## src/rtl/timer_regs_ctrl_pkg.sv

```systemverilog
// Shared definitions for the DIV/TIMA/TMA/TAC timer block: register offsets,
// TAC select encodings and overflow-sequencer state encodings.
package timer_regs_ctrl_pkg;

  localparam logic [1:0] REG_DIV  = 2'd0;
  localparam logic [1:0] REG_TIMA = 2'd1;
  localparam logic [1:0] REG_TMA  = 2'd2;
  localparam logic [1:0] REG_TAC  = 2'd3;

  // TAC[1:0] clock select; names give the period in M-cycles
  localparam logic [1:0] TAC_SEL_256 = 2'b00;
  localparam logic [1:0] TAC_SEL_4   = 2'b01;
  localparam logic [1:0] TAC_SEL_16  = 2'b10;
  localparam logic [1:0] TAC_SEL_64  = 2'b11;

  typedef logic [1:0] tstate_t;

  localparam tstate_t ST_RUN = 2'd0;
  localparam tstate_t ST_OVF = 2'd1;
  localparam tstate_t ST_RLD = 2'd2;

  function automatic logic [7:0] tac_readback(input logic [2:0] tac);
    return {5'b11111, tac};
  endfunction

endpackage

```

## src/rtl/timer_edge_select.sv

```systemverilog
// Tap-select mux gated by an enable, with a falling-edge detector that
// advances only on tick cycles. Shared by the timer, serial and frame sequencer.
module timer_edge_select (
  input  logic       clk_i,
  input  logic       rst_ni,
  input  logic       tick_i,
  input  logic       en_i,
  input  logic [1:0] sel_i,
  input  logic [3:0] taps_i,
  output logic       fall_o
);

  logic prev_q, prev_d;
  logic cur;

  always_comb begin
    cur    = en_i & taps_i[sel_i];
    prev_d = tick_i ? cur : prev_q;
    fall_o = tick_i & prev_q & ~cur;
  end

  always_ff @(posedge clk_i or negedge rst_ni) begin
    if (!rst_ni) prev_q <= 1'b0;
    else         prev_q <= prev_d;
  end

endmodule

```

## src/rtl/timer_regs_ctrl.sv

```systemverilog
// Game Boy timer register block (DIV/TIMA/TMA/TAC) with TIMA overflow/reload
// sequencing and the level-held 0x50 interrupt request.
module timer_regs_ctrl
  import timer_regs_ctrl_pkg::*;
#(
  parameter logic [15:0] ADDR_BASE = 16'hFF04,
  parameter int unsigned SYS_BITS  = 14
) (
  input  logic        iClock,
  input  logic        iReset,
  input  logic        iTick,
  input  logic [15:0] iAddr,
  input  logic        iWe,
  input  logic [7:0]  iData,
  output logic [7:0]  oData,
  output logic        oHit,
  input  logic        iIntAck,
  output logic        oInterrupt0x50
);

  logic [SYS_BITS-1:0] sys_q, sys_d;
  logic [7:0]          tima_q, tima_d, tma_q, tma_d;
  logic [2:0]          tac_q, tac_d;
  tstate_t             state_q, state_d;
  logic                irq_q, irq_d, irq_set;
  logic [15:0]         offset;
  logic                wr, wr_div, wr_tima, wr_tma, wr_tac;
  logic                inc;
  logic [7:0]          rld_base;

  assign offset = iAddr - ADDR_BASE;
  assign oHit   = (offset[15:2] == '0);
  assign wr     = iTick & iWe & oHit;
  assign wr_div  = wr & (offset[1:0] == REG_DIV);
  assign wr_tima = wr & (offset[1:0] == REG_TIMA);
  assign wr_tma  = wr & (offset[1:0] == REG_TMA);
  assign wr_tac  = wr & (offset[1:0] == REG_TAC);

  always_comb begin
    sys_d = sys_q;
    if (iTick) sys_d = wr_div ? '0 : sys_q + SYS_BITS'(1);
    tac_d = wr_tac ? iData[2:0] : tac_q;
    tma_d = wr_tma ? iData : tma_q;
  end

  // Edge detection sees the post-update counter and TAC, so DIV resets and
  // TAC changes on this tick can create the hardware's spurious increment.
  timer_edge_select u_edge (
    .clk_i  (iClock),
    .rst_ni (iReset),
    .tick_i (iTick),
    .en_i   (tac_d[2]),
    .sel_i  (tac_d[1:0]),
    .taps_i ({sys_d[5], sys_d[3], sys_d[1], sys_d[7]}),
    .fall_o (inc)
  );

  always_comb begin
    state_d  = state_q;
    tima_d   = tima_q;
    irq_set  = 1'b0;
    rld_base = wr_tma ? iData : tima_q;
    case (state_q)
      ST_RUN: begin
        if (wr_tima) begin
          tima_d = iData;
        end else if (inc) begin
          if (tima_q == 8'hFF) begin
            tima_d  = '0;
            state_d = ST_OVF;
          end else begin
            tima_d = tima_q + 8'd1;
          end
        end
      end
      ST_OVF: begin
        if (iTick) begin
          if (wr_tima) begin
            tima_d  = iData;
            state_d = ST_RUN;
          end else begin
            tima_d  = tma_d;
            irq_set = 1'b1;
            state_d = ST_RLD;
          end
        end
      end
      ST_RLD: begin
        if (iTick) begin
          tima_d  = inc ? rld_base + 8'd1 : rld_base;
          state_d = ST_RUN;
        end
      end
      default: state_d = ST_RUN;
    endcase
    irq_d = irq_set | (irq_q & ~iIntAck);
  end

  always_ff @(posedge iClock or negedge iReset) begin
    if (!iReset) begin
      sys_q   <= '0;
      tima_q  <= '0;
      tma_q   <= '0;
      tac_q   <= '0;
      state_q <= ST_RUN;
      irq_q   <= 1'b0;
    end else begin
      sys_q   <= sys_d;
      tima_q  <= tima_d;
      tma_q   <= tma_d;
      tac_q   <= tac_d;
      state_q <= state_d;
      irq_q   <= irq_d;
    end
  end

  always_comb begin
    oData = '0;
    if (oHit) begin
      case (offset[1:0])
        REG_DIV:  oData = sys_q[SYS_BITS-1 -: 8];
        REG_TIMA: oData = tima_q;
        REG_TMA:  oData = tma_q;
        default:  oData = tac_readback(tac_q);
      endcase
    end
  end

  assign oInterrupt0x50 = irq_q;

endmodule

```

## config.mk

```make
export PLATFORM = sky130hd
export DESIGN_NAME = timer_regs_ctrl
export DESIGN_NICKNAME = d
export VERILOG_FILES = /design/src/rtl/timer_regs_ctrl_pkg.sv /design/src/rtl/timer_edge_select.sv /design/src/rtl/timer_regs_ctrl.sv
export SDC_FILE = /design/constraint.sdc
export NUM_CORES = 1
export LEC_CHECK = 0
export BUFFER_PORTS_ARGS = -buffer_cell sky130_fd_sc_hd__buf_2
export CAP_MARGIN = 20
export CORE_MARGIN = 2
export CORE_UTILIZATION = 37
export DETAILED_ROUTE_END_ITERATION = 16
export PLACE_DENSITY = 0.63
export REMOVE_ABC_BUFFERS = 1
export SYNTH_ARGS = -nofsm -noshare
export SYNTH_HDL_FRONTEND = slang
export SYNTH_HIERARCHICAL = 1
export SYNTH_SLANG_ARGS = --single-unit
```

## constraint.sdc

```tcl
create_clock -name iClock -period 2.63 [get_ports iClock]
set_input_delay 0.263 -clock iClock [delete_from_list [all_inputs] [get_ports iClock]]
set_output_delay 0.263 -clock iClock [all_outputs]
set_load 0.005 [all_outputs]
```

# Word level (Yosys, flattened, before mapping)
# Cells that the tools add are included.
# W data, S select, Z words.
[word_totals]
input_bits = 29
register_bits = 37
word_cells = 71
output_inout_bits = 10
[op_classes]
order_cmp = 1
bitwise_logic = 13
eq_ne = 12
muxes = 27
add_sub_neg = 4
reduce_logical = 6
[op_table]
columns = ["op", "count"]
rows = [
  ["$mux W8", 11],
  ["$pmux W8 S3", 2],
  ["$add A8 B1 Y8 const B", 2],
  ["$sub A16 B16 Y16 const B", 1],
  ["$add A14 B1 Y14 const B", 1],
  ["$logic_not A14 Y1", 1],
  ["$mux W14", 1],
  ["$mux W2", 6],
  ["$and A1 B1 Y1", 10],
  ["$ne A2 B2 Y1 const B", 5],
  ["$eq A8 B8 Y1 const B", 1],
  ["$eq A2 B2 Y1 const B", 3],
  ["$pmux W2 S3", 1],
  ["$reduce_and A5 Y1", 1],
  ["$eq A2 B1 Y1 const B", 2],
  ["$logic_not A2 Y1", 2],
  ["$mux W1", 4],
  ["$reduce_and A4 Y1", 1],
  ["$lt A2 B3 Y1 const B", 1],
  ["$mux W3", 1],
  ["$ne A3 B3 Y1 const B", 1],
  ["$reduce_bool A3 Y1", 1],
  ["$bmux W1 S2", 1],
  ["$not A1 Y1", 2],
  ["$or A1 B1 Y1", 1],
]

# Depth between registers and ports, before layout
[depth]
ltp_word = 14
mapped_depth = 17
ltp_nobuf = 14

# Modules after synthesis
# Netlist, hierarchy kept.
[by_module_without_submodules]
columns = ["mod", "area_each_um2", "cells_per_inst", "n_inst", "seq_area_each_um2"]
rows = [
  ["timer_regs_ctrl", 2722.6, 336, 1, 900.9],
  ["timer_edge_select", 83.8, 9, 1, 25.0],
]

# Least setup slack after synthesis
# No wires, ideal clock.
[synth_timing]
kind = "input to register"
startpoint = "input iAddr[3]"
endpoint = "register tima_q[7]"
t_arrival_ns = 3.604
path_stages = 17
setup_time_ns = 0.123
path_slack_ns = -1.096
path_buffers = 4
required_time_ns = 2.507
cell_sequence = "or4b_4 -> or4_1 -> buf_2 -> nor3_1 -> buf_2 -> nor2_1 -> mux2i_1 -> o22ai_1 -> nor2_1 -> clkbuf_1 -> inv_1 -> nand2_1 -> a22o_2 -> and2_1 -> buf_2 -> o211ai_1 -> o221a_2"
[synth_via]
elab_chain_len = 14
elab_cells_between_ends = 26
classes_between = "add/sub: 2; eq/ne: 1; mux: 13; bitwise: 8; reduce/logical: 2"
[synth_lines]
columns = ["element", "line", "text"]
rows = [
  ["from (decl)", "timer_regs_ctrl.sv:12", "input logic [15:0] iAddr,"],
  ["$sub A16 B16 Y16 (*)", "timer_regs_ctrl.sv:31", "assign offset = iAddr - ADDR_BASE;"],
  ["$logic_not A14 Y1 (*)", "timer_regs_ctrl.sv:32", "assign oHit = (offset[15:2] == '0);"],
  ["$and A1 B1 Y1 (*)", "timer_regs_ctrl.sv:33", "assign wr = iTick & iWe & oHit;"],
  ["$and A1 B1 Y1 (*)", "timer_regs_ctrl.sv:34", "assign wr_div = wr & (offset[1:0] == REG_DIV);"],
  ["$mux W14 (*)", "timer_regs_ctrl.sv:41", "if (iTick) sys_d = wr_div ? '0 : sys_q + SYS_BITS'(1);"],
  ["$mux W8 (*)", "timer_regs_ctrl.sv:41", ""],
  ["net sys_d[7]", "timer_regs_ctrl.sv:21", "logic [SYS_BITS-1:0] sys_q, sys_d;"],
  ["$bmux W1 S2 (*)", "timer_edge_select.sv:17", "cur = en_i & taps_i[sel_i];"],
  ["$mux W1 (not written as such) (*)", "timer_edge_select.sv:17", ""],
  ["$and A1 B1 Y1 (*)", "timer_edge_select.sv:17", ""],
  ["$not A1 Y1 (*)", "timer_edge_select.sv:19", "fall_o = tick_i & prev_q & ~cur;"],
  ["$and A1 B1 Y1 (*)", "timer_edge_select.sv:19", ""],
  ["net inc", "timer_regs_ctrl.sv:28", "logic inc;"],
  ["$mux W8", "timer_regs_ctrl.sv:90", "tima_d = inc ? rld_base + 8'd1 : rld_base;"],
  ["$mux W8", "timer_regs_ctrl.sv:89", "if (iTick) begin"],
  ["$pmux W8 S3", "timer_regs_ctrl.sv:63", "case (state_q)"],
  ["to (signal assigned)", "timer_regs_ctrl.sv:109", "tima_q <= tima_d;"],
  ["to (decl)", "timer_regs_ctrl.sv:22", "logic [7:0] tima_q, tima_d, tma_q, tma_d;"],
]
# The timed path passes the listed nets; every way through them passes the cells marked *. The select of a mux whose other input is x is not followed.
# A chain may end at the register's enable or synchronous reset.

# Final worst setup path
[layout_timing]
startpoint = "input iAddr[3]"
endpoint = "register tima_q[6]"
[layout_via]
elab_cells_between_ends = 26
classes_between = "add/sub: 2; eq/ne: 1; mux: 13; bitwise: 8; reduce/logical: 2"
[layout_lines]
columns = ["element", "line", "text"]
rows = [
  ["$sub A16 B16 Y16 (*)", "timer_regs_ctrl.sv:31", ""],
  ["$logic_not A14 Y1 (*)", "timer_regs_ctrl.sv:32", ""],
  ["$and A1 B1 Y1 (*)", "timer_regs_ctrl.sv:33", ""],
  ["$and A1 B1 Y1 (*)", "timer_regs_ctrl.sv:37", "assign wr_tac = wr & (offset[1:0] == REG_TAC);"],
  ["$mux W3 (*)", "timer_regs_ctrl.sv:42", "tac_d = wr_tac ? iData[2:0] : tac_q;"],
  ["net tac_d[1]", "timer_regs_ctrl.sv:23", "logic [2:0] tac_q, tac_d;"],
  ["$bmux W1 S2 (*)", "timer_edge_select.sv:17", ""],
  ["$mux W1 (not written as such) (*)", "timer_edge_select.sv:17", ""],
  ["$and A1 B1 Y1 (*)", "timer_edge_select.sv:17", ""],
  ["$not A1 Y1 (*)", "timer_edge_select.sv:19", ""],
  ["$and A1 B1 Y1 (*)", "timer_edge_select.sv:19", ""],
  ["net inc", "timer_regs_ctrl.sv:28", ""],
  ["$mux W8", "timer_regs_ctrl.sv:90", ""],
  ["$mux W8", "timer_regs_ctrl.sv:89", ""],
  ["$pmux W8 S3", "timer_regs_ctrl.sv:63", ""],
]
# Marks and branches as above.

==> metrics.md <==
| Metric | Value |
|---|---|
| Maximum Capacitance Violations | 0 |
| Vias in the first global route | around 2,800 |
| Synth top area share | about a third |
| Die height | a little over 90 µm |
| Hold slack final | slightly below 0.09 ns |
| Row cnt | 31 |
| Ant diodes | 0 |
| Final net count | ~460 |
| Yosys reg bits | 37 |
| Clock transition at the registers of the reported paths | about 0.080 ns |
| Largest area contributor in the netlist | dfrtp_1 |
| DRT Wirelength | 8.58 mm |
| Unrepaired setup endpoints after global routing | yes |
| Met2 wire len | 3.95 mm |
| Longest Clk Path Bufs | 2 |
| TritonCTS Sinks | 37 |
| Fin crit period | between 3 and 4 ns |
| Failing checks | setup timing |
| Startpoint Class | input port |
| Initial Util | slightly below 40% |
| Die Wd | about 90 µm |
| Unique cell type count in the Yosys netlist | 55 |
| Via count | ~2,900 |
| Initial drt markers | 268 |
| Worst-Margin Slew | around 0.88 ns |
| # setup viols final | 8 |
| Antenna violation net count after detailed routing | 0 |
| Sequential cell area fraction in the yosys report | 33.0% |
| Critical path class | in -> reg |
| Avg Cell Area, Syn | roughly 8.1 µm² |
| Routed WL per cell | about 16 µm |
| DRT Pass-1 Iters | 5 |
| Max-slew violation count | 0 |
| Synth Cell Area | approximately 0.0028 mm² |
| Ys flop type | dfrtp_1 |
| P_leak | 1.77 nW |
| Root Driver | clkbuf_8 |
| Vias/cell | approximately 5.6 |
| Global route overflow | 0 |
| PnR worst setup slack | -0.487 ns |
| CP max FO | 8 |
| CP Data Required Time | between 2 and 3 ns |
| Period utilization | 119% |
| Clock Skew | approximately 0.0057 ns |
| Top Metal Used | met4 |
| Hpwl dp | between 6 and 7 mm |
| Die ar. | 0.00830 mm² |
| Worst-Skew Late Latency | between 0.2 and 0.3 ns |
| Met3 routed WL | around 590 µm |
| Peak supply drop | roughly 0.24 mV |
| Synth warn | 6 |
| Htree depth | 2 |
| Worst hold path type | in -> async |
| Largest net degree at the start of global routing | 38 |
| Fmax | 321 MHz |
| PortBufs | 38 |
| Layout cells sized above 1 | between 30% and 40% |
| M1 WL | roughly 3.9 mm |
| DRC | 0 |
| Power Dens Cells | between 400 and 500 mW/mm² |
| Post-synthesis instance total | 345 |
| Status | finished with violations |
| TritonCTS clock tree | yes |
| Core area | ~0.0073 mm² |
| Overall global routing resource usage | 21.2% |
| Async SR Flop Fraction | 100% |
| Relative slew slack | about two fifths |
| Setup_tns | -3.33 ns |
| I/O pins | 39 |
| # hold bufs at CTS | 0 |
| EDFF count, synth | 0 |
| Total power | about 1.5 mW |
| CTS Buf Count | 5 |
| Final Hold Viols | 0 |
| Number of antenna violations at the first check in global routing | 0 |
| Placer congestion estimate | around 0.88 |
| First-pass GRT wire length | between 10 and 15 mm |
| Area Overhead vs Synth | 33.4% |
| Critical path data arrival time | 3.32 ns |
| Leading post-synthesis cells by cell area | dfrtp_1 (33%), nand2_1 (8.0%), nor2_1 (4.5%), xnor2_1 (3.7%), ha_1 (3.1%) |
| Critical path endpoint category | register |
## synth_stat cells, types with 3 or more instances
master,number
nand2_1,60
dfrtp_1,37
nor2_1,34
o21ai_0,15
clkbuf_1,13
nand3_1,13
xnor2_1,12
nand4_1,11
nor3_1,11
inv_1,10
xor2_1,9
a21oi_1,7
a31oi_1,7
ha_1,7
mux2_2,7
mux2i_1,7
o22ai_1,7
buf_2,6
and3_1,5
nor2b_1,5
or3_1,5
nand2b_1,4
o2bb2ai_1,4
a221oi_1,3
and4_1,3
mux4_2,3
o211ai_1,3
## sequential cells by signal (all words and copies together), names as in the netlist
signal,count
sys_q,14
tima_q,8
tma_q,8
tac_q,3
state_q,2
oInterrupt0x50,1
u_edge/prev_q,1
## worst paths after layout
| path | from | end | slack (ns) | depth (start not counted) |
|---|---|---|---|---|
| setup / recovery | iAddr[3] | tima_q[6]$_DFFE_PN0P_ | -0.49 | 17 |
| hold / removal | iReset | sys_q[2]$_DFFE_PN0P_ | 0.09 | 1 |
| setup reg to reg | sys_q[4]$_DFFE_PN0P_ | tima_q[6]$_DFFE_PN0P_ | -0.23 | 16 |
| hold reg to reg | oInterrupt0x50$_DFF_PN0_ | oInterrupt0x50$_DFF_PN0_ | 0.49 | 1 |
| max in group asynchronous | iReset | tima_q[3]$_DFFE_PN0P_ | 1.99 | 1 |
| min in group iClock | iData[6] | tma_q[6]$_DFF_PN0_ | 0.23 | 3 |
## critical path, cell delays in order
cell	delay [ns]
buf_6	0.09
or4b_4	0.55
nor4_4	0.17
buf_4	0.17
nand3_4	0.09
mux2_2	0.30
nand2b_1	0.15
o22ai_1	0.20
nor2_1	0.09
buf_4	0.16
buf_4	0.14
inv_2	0.06
nand2_2	0.05
a22o_4	0.27
and2_4	0.20
o21a_1	0.12
a311oi_2	0.23
## metal layers
metal / global-route usage, % / up-vias
met4: 8.71 / 0
met2: 32.9 / 140
met1: 29.1 / 1391
met5: 0 / -
li1: - / 1390
met3: 3.82 / 19
## final cells by class
cell class                 instances  area [µm²]
sequential                        37         926
timing repair buffer              93         628
clock inverter                     3        65.1
multi-input combinational        275        1900
inverter                          10        37.5
tap                               99         124
fill                             705        3550
clock buffer                       5        68.8
## where the power goes
group	total, mW	switching [mW]	internal, mW
sequential	0.631	0.0236	0.607
combinational	0.286	0.143	0.143
clock	0.592	0.215	0.377
## timing repair
| item | 4_1_cts | 5_1_grt |
|---|---|---|
| resized for setup | 38 | 10 |
| cloned | 1 | 0 |
| pin swaps | 12 | 11 |
| setup buffers | 12 | 5 |
| endpoints found under the setup margin | 10 | 11 |
| endpoints found under the hold margin | 0 | 0 |
## per-stage QoR
stage / utilization, % / cells / area [µm²] / setup WS, ns
CTS: 51.0 / 522 / 3720 / -0.452
global placement: 45.8 / 501 / 3340 / -1.03
finish: 51.4 / 522 / 3740 / -0.487
global route: 51.4 / 522 / 3740 / -0.638
detailed placement: 45.8 / 501 / 3340 / -1.10
floorplan: - / 322 / 2710 / -1.54
## kinds of logic after synthesis
| logic type | share of synthesized area [%] |
|---|---|
| fa+ha+maj | 3.12 |
| flops | 33.0 |
| buf+inv | 4.86 |
| mux | 8.25 |
| xor+xnor | 6.55 |
| compound gates | 16.5 |
| simple gates | 27.8 |
## cells in the final DEF, fill, tap and decap left out, types with 6 or more instances in the layout
cell type  count
nand3_1       12
buf_4         50
buf_2         37
o22ai_1        6
nand4_1       11
ha_1           7
a21oi_1        7
buf_6          6
o21ai_0       12
nor2_1        30
inv_1          9
dfrtp_1       37
xor2_1         9
mux2i_1        7
a31oi_1        7
mux2_2         6
xnor2_1       11
nor3_1         9
nand2_1       58
Note: power is estimated with default switching activity, not from simulation.
